<file path="src/rtl/exe_mem_reg.sv">
//=============================================================================
// Module   : exe_mem_reg
// Purpose  : EXE->MEM pipeline register of the five-stage core. Captures the
//            EXE-stage result bundle on every enabled cycle and presents it
//            as the MEM-stage bundle. This bundle feeds:
//              - the EXE-stage forward unit (MEM_Dst, MEM_RegsWrType,
//                MEM_ALUOut)
//              - the data-memory request logic
//              - the hazard unit
//            It owns the stall/flush bubble behaviour at this boundary and
//            strips architectural side effects from invalid or faulting
//            instructions.
//
// Ports    : clk, rst              - core clock, synchronous active-high reset
//            MEM_Flush             - replace contents with a bubble
//            MEM_Wr                - capture enable (0 = hold / stall)
//            EXE_*                 - incoming EXE-stage bundle
//            MEM_*                 - registered, sanitised MEM-stage bundle
//            MEM_IsLoad            - registered (MEM_LoadType != 0)
//
// Revision : 1.0 - initial release
//=============================================================================
`default_nettype none

module exe_mem_reg #(
    parameter logic [31:0] PC_RESET = 32'hBFC0_0000
) (
    input  logic        clk,
    input  logic        rst,
    input  logic        MEM_Flush,
    input  logic        MEM_Wr,

    input  logic        EXE_Valid,
    input  logic [31:0] EXE_PC,
    input  logic [31:0] EXE_ALUOut,
    input  logic [31:0] EXE_OutB,
    input  logic [4:0]  EXE_Dst,
    input  logic [3:0]  EXE_RegsWrType,
    input  logic [2:0]  EXE_LoadType,
    input  logic [1:0]  EXE_StoreType,
    input  logic        EXE_IsInDelaySlot,
    input  logic        EXE_HasExc,
    input  logic [4:0]  EXE_ExcCode,

    output logic        MEM_Valid,
    output logic [31:0] MEM_PC,
    output logic [31:0] MEM_ALUOut,
    output logic [31:0] MEM_OutB,
    output logic [4:0]  MEM_Dst,
    output logic [3:0]  MEM_RegsWrType,
    output logic [2:0]  MEM_LoadType,
    output logic [1:0]  MEM_StoreType,
    output logic        MEM_IsInDelaySlot,
    output logic        MEM_HasExc,
    output logic [4:0]  MEM_ExcCode,
    output logic        MEM_IsLoad
);

    //-------------------------------------------------------------------------
    // Capture-time sanitisation of the EXE bundle
    //-------------------------------------------------------------------------
    // An invalid slot or a faulting instruction must not write GPR/CP0/HI/LO
    // and must not touch data memory. A faulting instruction still travels on
    // with its PC, exception info and delay-slot flag so CP0 can commit it.
    logic        w_kill;
    logic [3:0]  w_regs_wr_type;
    logic [4:0]  w_dst;
    logic [2:0]  w_load_type;
    logic [1:0]  w_store_type;
    logic        w_has_exc;
    logic [4:0]  w_exc_code;
    logic        w_is_load;

    always_comb begin
        w_kill         = (~EXE_Valid) | EXE_HasExc;

        w_regs_wr_type = w_kill ? 4'd0 : EXE_RegsWrType;

        // Only an actual RF write keeps a destination; this keeps the
        // forward unit from matching on stale Dst fields.
        w_dst          = (w_kill | ~EXE_RegsWrType[3]) ? 5'd0 : EXE_Dst;

        w_load_type    = w_kill ? 3'd0 : EXE_LoadType;

        // Illegal decode with both load and store set: keep the load.
        w_store_type   = (w_kill || (EXE_LoadType != 3'd0)) ? 2'd0 : EXE_StoreType;

        // An empty slot cannot raise an exception.
        w_has_exc      = EXE_Valid ? EXE_HasExc  : 1'b0;
        w_exc_code     = EXE_Valid ? EXE_ExcCode : 5'd0;

        // Derived from the sanitised load type, not the raw decode.
        w_is_load      = (w_load_type != 3'd0);
    end

    //-------------------------------------------------------------------------
    // Pipeline register: rst > flush > hold > capture
    //-------------------------------------------------------------------------
    logic        r_valid;
    logic [31:0] r_pc;
    logic [31:0] r_alu_out;
    logic [31:0] r_out_b;
    logic [4:0]  r_dst;
    logic [3:0]  r_regs_wr_type;
    logic [2:0]  r_load_type;
    logic [1:0]  r_store_type;
    logic        r_is_in_delay_slot;
    logic        r_has_exc;
    logic [4:0]  r_exc_code;
    logic        r_is_load;

    always_ff @(posedge clk) begin
        if (rst || MEM_Flush) begin
            // Reset and flush produce the same bubble.
            r_valid            <= 1'b0;
            r_pc               <= PC_RESET;
            r_alu_out          <= 32'd0;
            r_out_b            <= 32'd0;
            r_dst              <= 5'd0;
            r_regs_wr_type     <= 4'd0;
            r_load_type        <= 3'd0;
            r_store_type       <= 2'd0;
            r_is_in_delay_slot <= 1'b0;
            r_has_exc          <= 1'b0;
            r_exc_code         <= 5'd0;
            r_is_load          <= 1'b0;
        end else if (MEM_Wr) begin
            r_valid            <= EXE_Valid;
            r_pc               <= EXE_PC;
            r_alu_out          <= EXE_ALUOut;
            r_out_b            <= EXE_OutB;
            r_dst              <= w_dst;
            r_regs_wr_type     <= w_regs_wr_type;
            r_load_type        <= w_load_type;
            r_store_type       <= w_store_type;
            r_is_in_delay_slot <= EXE_IsInDelaySlot;
            r_has_exc          <= w_has_exc;
            r_exc_code         <= w_exc_code;
            r_is_load          <= w_is_load;
        end
        // MEM_Wr == 0: every field holds its value.
    end

    //-------------------------------------------------------------------------
    // Outputs come straight from flops: no input-to-output comb path.
    //-------------------------------------------------------------------------
    assign MEM_Valid         = r_valid;
    assign MEM_PC            = r_pc;
    assign MEM_ALUOut        = r_alu_out;
    assign MEM_OutB          = r_out_b;
    assign MEM_Dst           = r_dst;
    assign MEM_RegsWrType    = r_regs_wr_type;
    assign MEM_LoadType      = r_load_type;
    assign MEM_StoreType     = r_store_type;
    assign MEM_IsInDelaySlot = r_is_in_delay_slot;
    assign MEM_HasExc        = r_has_exc;
    assign MEM_ExcCode       = r_exc_code;
    assign MEM_IsLoad        = r_is_load;

endmodule

`default_nettype wire
</file>
<file path="config.mk">
export PLATFORM = sky130hd
export DESIGN_NAME = exe_mem_reg
export DESIGN_NICKNAME = d
export VERILOG_FILES = /design/src/rtl/exe_mem_reg.sv
export SDC_FILE = /design/constraint.sdc
export NUM_CORES = 1
export LEC_CHECK = 0
export CORE_ASPECT_RATIO = 1.2
export CORE_MARGIN = 2
export CORE_UTILIZATION = 41
export DETAILED_ROUTE_END_ITERATION = 6
export GPL_TIMING_DRIVEN = 0
export PLACE_DENSITY_LB_ADDON = 0.25
export SYNTH_ARGS = -nofsm -noshare
export SYNTH_HDL_FRONTEND = slang
export SYNTH_SLANG_ARGS = --single-unit
export TNS_END_PERCENT = 10
</file>
<file path="constraint.sdc">
create_clock -name clk -period 2.29 [get_ports clk]
set_input_delay 0.3435 -clock clk [delete_from_list [all_inputs] [get_ports clk]]
set_output_delay 0.3435 -clock clk [all_outputs]
set_load 0.005 [all_outputs]
</file>
==> flow_metrics.env, run 1 <==
export IMPL_muxShareOfSynthArea=0.229
export IMPL_die_area_um2=11200
export IMPL_diodes=0
export IMPL_avgSynthCellArea_um2=10.5
export IMPL_synthSimpleGateAreaFrac=0.126
export IMPL_yosysMostFrequentCell="dfxtp_1"
export IMPL_async_flop_share=0
export IMPL_drtAntennaViolNets=0
export IMPL_cp_data_arrival_time_ns=1.28
export IMPL_antenna_found_initial=0
export IMPL_synth_nets=524
export IMPL_grt_first_pass_wirelength_um=19900
export IMPL_fin_crit_ns=1.63
export IMPL_synth_xor_area_frac=0
export IMPL_multiInputGateArea_um2=1640
export IMPL_routabilityCongestion=0.792
export IMPL_power_density_nw_per_um2=764
export IMPL_worstSetupStartpointType="flop"
export IMPL_total_power_uw=5680
export IMPL_setup_violations=0
export IMPL_relSlewSlack=0.632
export IMPL_drc=0
export IMPL_detail_route_wl_per_cell_um=15.9
export IMPL_tritoncts="yes"
export IMPL_yosys_area_top_type="dfxtp_1"
export IMPL_synth_top_flop_cell="dfxtp_1"
export IMPL_ir_drop_v=0.000551
export IMPL_finalHoldViolations=0
export IMPL_grt_util_all_layers=0.228
export IMPL_utilization=0.739
export IMPL_regArea_um2=2380
export IMPL_area_delta_synth_final_pct=75.5
export IMPL_crit_path_end_kind="output port"
export IMPL_p_int_uw=4540
export IMPL_htreeDepth=4
export IMPL_dp_cells=767
export IMPL_synth_edff_count=0
export IMPL_path_buf_inv=1
export IMPL_finalMaxSlewViolations=0
export IMPL_critical_path_class="flop to output port"
export IMPL_worstMarginPinSlew_ns=0.551
export IMPL_yosysSeqAreaShare=0.562
export IMPL_drt_total_wl_um=12700
export IMPL_critPathTopFamily="buffers and inverters"
export IMPL_leakagePower_uw=0.00306
export IMPL_drv_cap=0
export IMPL_fillers=723
export IMPL_finalNonFillerCells=799
export IMPL_drtIter0Drc=117
export IMPL_clockRootBuffer="clkbuf_16"
export IMPL_critPathMaxStageDelay_ns=0.54
export IMPL_synth_seq_cells=119
export IMPL_grt_max_degree=17
export IMPL_final_layout_size_suffix_gt1_frac=0.0832
export IMPL_clk_pin_slew_worst_paths_ns=0.05
export IMPL_syn_area_um2=4240
export IMPL_slowest_stage="clkdlybuf4s50_1"
export IMPL_clock_path_buffers=2
export IMPL_synthTopCellsByCount="dfxtp_1 (119), nor2_1 (102), mux2i_1 (97), nand2_1 (18), buf_2 (14)"
export IMPL_hold_buffers=0
export IMPL_die_x_um=96.8
export IMPL_yosysTopAreaCellShare=0.562
export IMPL_worstSkewPairLatency_ns=0.41
export IMPL_period_share=0.711
export IMPL_core_area_um2=10100
export IMPL_dpl_hpwl_um=9590
export IMPL_cts_resized=0
export IMPL_syn_inst=402
export IMPL_cp_data_required_time_ns=1.95
export IMPL_grt_pass1_vias=3904
export IMPL_synthTopCellsByArea="dfxtp_1 (56%), mux2i_1 (23%), nor2_1 (9.0%), a22oi_1 (1.9%), buf_2 (1.7%)"
export IMPL_postCtsSetupRepairBufs=0
export IMPL_overflow=0
export IMPL_rsz0062_at_grt="false"
export IMPL_crit_chain="clkdlybuf4s50_1"
export IMPL_synthAdderAreaFrac=0
export IMPL_pwr_share_seq=0.382
export IMPL_synth_compound_area_frac=0.0325
export IMPL_synth_top_family_by_area="multiplexers"
export IMPL_num_io_pins=241
export IMPL_start_util=0.421
export IMPL_max_freq_ghz=0.614
export IMPL_crit_fanout=2
export IMPL_finalSetupTns_ns=0
export IMPL_ys_warn_count=0
export IMPL_synth_distinct_cells=21
export IMPL_numClockSinks=119
export IMPL_rows=40
export IMPL_fp_dieH_um=115
export IMPL_status="completed"
export IMPL_cts_buffers=17
export IMPL_drt_vias_per_instance=4.79
export IMPL_p_switching_uw=1140
export IMPL_final_nets=782
export IMPL_firstDrtPassIters=4
export IMPL_finClkSkew_ns=0
export IMPL_combinationalPowerShare=0.107
export IMPL_port_buffers=239
export IMPL_hp_class="input pin to flop"
export IMPL_vias=3829
export IMPL_switching_share=0.201
export IMPL_clock_power_share=0.512
[worst paths after layout]
kind	to	slack (ns)	from	depth (start not counted)
max	MEM_ExcCode[4]	0.66	MEM_ExcCode[4]	1
min reg2reg	MEM_StoreType[0]	0.46	MEM_StoreType[0]	2
min	MEM_HasExc	0.42	MEM_Wr	4
max reg2reg	MEM_ExcCode[3]	1.58	MEM_ExcCode[3]	2
[final cells by class]
cell class / count / share of cell area
multi-input combinational: 253 / 0.221
inverter: 1 / 0.000505
timing repair buffer: 239 / 0.322
clock inverter: 9 / 0.0229
clock buffer: 23 / 0.0643
tap: 126 / 0.0212
sequential: 119 / 0.320
buffer: 29 / 0.0278
[metal layers]
layer / share of wire / vias to the layer above / global-route usage / wire length (um)
li1: - / 1865 / - / -
met1: 0.38 / 1769 / 0.237 / 4770
met2: 0.51 / 180 / 0.404 / 6500
met3: 0.098 / 15 / 0.111 / 1250
met4: 0.015 / 0 / 0.0854 / 197
met5: 0 / - / 0 / 0
[kinds of logic after synthesis]
kind of cell | Yosys count
flops | 119
mux | 97
buf+inv | 30
compound gates | 22
simple gates | 134
[per-stage QoR]
step                area, um^2  setup WS [ns]  hold slack [ns]
global placement          6790          0.618            0.448
global route              7430          0.605            0.425
floorplan                 4240           1.15            0.453
finish                    7430          0.662            0.417
detailed placement        6790          0.584            0.454
CTS                       7430          0.638            0.410
[state kept, by name, indices dropped and copies added, names as in the netlist]
name and flops:
MEM_HasExc 1, MEM_StoreType 2, MEM_IsLoad 1, MEM_ExcCode 5, MEM_Valid 1, MEM_RegsWrType 4, MEM_OutB 32, MEM_Dst 5
MEM_ALUOut 32, MEM_IsInDelaySlot 1, MEM_PC 32, MEM_LoadType 3
[cell usage in the layout, fill, tap and decap left out]
cell and n:
a21oi_1 11, a22oi_1 11, and2_1 1, and4b_1 1
buf_2 14, buf_4 7, buf_6 1, buf_8 4
bufinv_16 5, clkbuf_1 5, clkbuf_16 17, clkbuf_2 1
clkbuf_8 3, clkdlybuf4s50_1 239, clkinv_2 4, dfxtp_1 119
inv_1 1, mux2i_1 97, nand2_1 18, nand3_1 6
nand3b_1 1, nand4_1 2, nor2_1 102, nor2b_1 1
nor3_1 1, or2_1 1
[power groups by stage]
| stage | Clock [uW] | Sequential [uW] | Combinational, uW |
|---|---|---|---|
| 2_1_floorplan | 0 | 2210 | 224 |
| 6_report | 2910 | 2170 | 607 |
| 5_1_grt | 3040 | 2170 | 653 |
| 3_5_place_dp | 0 | 2210 | 607 |
| 4_1_cts | 2940 | 2170 | 613 |
| 3_3_place_gp | 0 | 2200 | 595 |
No activity file was read; power rests on OpenSTA's default activity.
==> run 2, diff against run 1 <==
--- a/config.mk
+++ b/config.mk
@@ -7,7 +7,7 @@
 export LEC_CHECK = 0
 export CORE_ASPECT_RATIO = 1.2
 export CORE_MARGIN = 2
-export CORE_UTILIZATION = 41
+export CORE_UTILIZATION = 38
 export DETAILED_ROUTE_END_ITERATION = 6
 export GPL_TIMING_DRIVEN = 0
 export PLACE_DENSITY_LB_ADDON = 0.25
==> constraint.sdc (replaced) <==
create_clock -name clk -period 1.6 [get_ports clk]
set_input_delay 0.24 -clock clk [delete_from_list [all_inputs] [get_ports clk]]
set_output_delay 0.24 -clock clk [all_outputs]
set_load 0.005 [all_outputs]
==> run 2 against run 1 <==
Net effect:
- final cell count grew 0.75%
- highest routed layer unchanged
- non-clock buffer count did not move
- first-iteration DRC count down 19%
- largest power group unchanged
==> flow_metrics.env, run 2 (synthesis gave the netlist of run 1 again) <==
export IMPL_status="completed"
export IMPL_crit_path_end_kind="output port"
export IMPL_relSlewSlack=0.614
export IMPL_die_area_um2=12000
export IMPL_setup_violations=0
export IMPL_clockRootBuffer="clkbuf_16"
export IMPL_final_nets=782
export IMPL_tritoncts="yes"
export IMPL_die_x_um=100
export IMPL_finalHoldViolations=0
export IMPL_grt_util_all_layers=0.210
export IMPL_diodes=0
export IMPL_grt_pass1_vias=3988
export IMPL_fillers=868
export IMPL_crit_chain="clkdlybuf4s50_1"
export IMPL_cp_data_arrival_time_ns=1.29
export IMPL_finClkSkew_ns=0
export IMPL_detail_route_wl_per_cell_um=15.7
export IMPL_fp_dieH_um=120
export IMPL_start_util=0.387
export IMPL_critPathMaxStageDelay_ns=0.54
export IMPL_crit_fanout=2
export IMPL_dp_slack_ns=-0.00196
export IMPL_period_share=0.955
export IMPL_overflow=0
export IMPL_critPathTopFamily="buffers and inverters"
export IMPL_worstSetupStartpointType="flop"
export IMPL_grt_first_pass_wirelength_um=19600
export IMPL_core_area_um2=10900
export IMPL_setup_slack_ns=0.0720
export IMPL_drt_vias_per_instance=4.76
export IMPL_antenna_found_initial=0
export IMPL_power_density_nw_per_um2=1120
export IMPL_vias=3828
export IMPL_grt_max_degree=17
export IMPL_routabilityCongestion=0.785
export IMPL_drt_total_wl_um=12600
export IMPL_path_buf_inv=1
export IMPL_area_delta_synth_final_pct=76.8
export IMPL_slowest_stage="clkdlybuf4s50_1"
export IMPL_drtAntennaViolNets=0
export IMPL_numClockSinks=119
export IMPL_critical_path_class="flop to output port"
export IMPL_hp_class="input pin to flop"
export IMPL_rsz0062_at_grt="false"
export IMPL_layout_commonest_cell="clkdlybuf4s50_1"
export IMPL_worstSkewPairLatency_ns=0.40
export IMPL_final_layout_size_suffix_gt1_frac=0.0877
export IMPL_finalMaxSlewViolations=0
export IMPL_htreeDepth=4
export IMPL_max_freq_ghz=0.654
export IMPL_cts_resized=0
export IMPL_dpl_hpwl_um=9530
export IMPL_clk_pin_slew_worst_paths_ns=0.05
export IMPL_ir_drop_v=0.000697
export IMPL_cp_data_required_time_ns=1.36
export IMPL_fin_crit_ns=1.53
export IMPL_cts_buffers=17
export IMPL_finalNonFillerCells=805
export IMPL_dp_cells=773
export IMPL_worstMarginPinSlew_ns=0.577
export IMPL_rows=42
export IMPL_drc=0
export IMPL_whs_ns=0.311
export IMPL_total_power_uw=8370
export IMPL_hold_buffers=0
export IMPL_firstDrtPassIters=4
export IMPL_leakagePower_uw=0.00307
export IMPL_finalSetupTns_ns=0
export IMPL_layout_common_cells="clkdlybuf4s50_1 (239), dfxtp_1 (119), nor2_1 (102)"
export IMPL_drtIter0Drc=95
export IMPL_clock_path_buffers=2
export IMPL_port_buffers=239
export IMPL_drv_cap=0
export IMPL_postCtsSetupRepairBufs=0
export IMPL_num_io_pins=241
==> run 2: final timing paths <==
kind	startpoint	end	slack, ns	depth (start not counted)
setup / recovery	MEM_RegsWrType[0]	MEM_RegsWrType[0]	0.07	1
hold / removal	MEM_Wr	MEM_ExcCode[4]	0.31	4
setup reg to reg	MEM_ExcCode[2]	MEM_ExcCode[2]	0.91	2
hold reg to reg	MEM_RegsWrType[1]	MEM_RegsWrType[1]	0.46	2
==> run 2: where the power goes <==
part / switching, uW / leakage [uW] / internal (uW) / total, uW
Combinational: 305 / 0.00177 / 565 / 870
Sequential: 44.8 / 0.000969 / 3050 / 3100
Clock: 1310 / 0.000332 / 3090 / 4400
==> run 2: final cells by class <==
type	instances	area (um^2)	share of cell area
well taps	132	165	0.0221
plain buffers	29	206	0.0276
flip-flops and latches	119	2380	0.318
inverters	1	3.75	0.000501
repair buffers	239	2390	0.319
clock buffers	21	480	0.0641
multi-input cells	253	1640	0.219
clock inverters	11	216	0.0289
==> run 2: through the flow <==
| stage | utilization | instance area [um^2] |
|---|---|---|
| floorplan | - | 4240 |
| global placement | 0.621 | 6790 |
| detailed placement | 0.621 | 6790 |
| CTS | 0.685 | 7490 |
| global route | 0.685 | 7490 |
| finish | 0.685 | 7490 |
==> run 2: routing by layer <==
layer  vias up  part of all wire  track usage
li1       1864                 -            -
met1      1788              0.37        0.221
met2       155              0.52        0.368
met3        21             0.086       0.0815
met4         0             0.021       0.0873
met5         -                 0            0
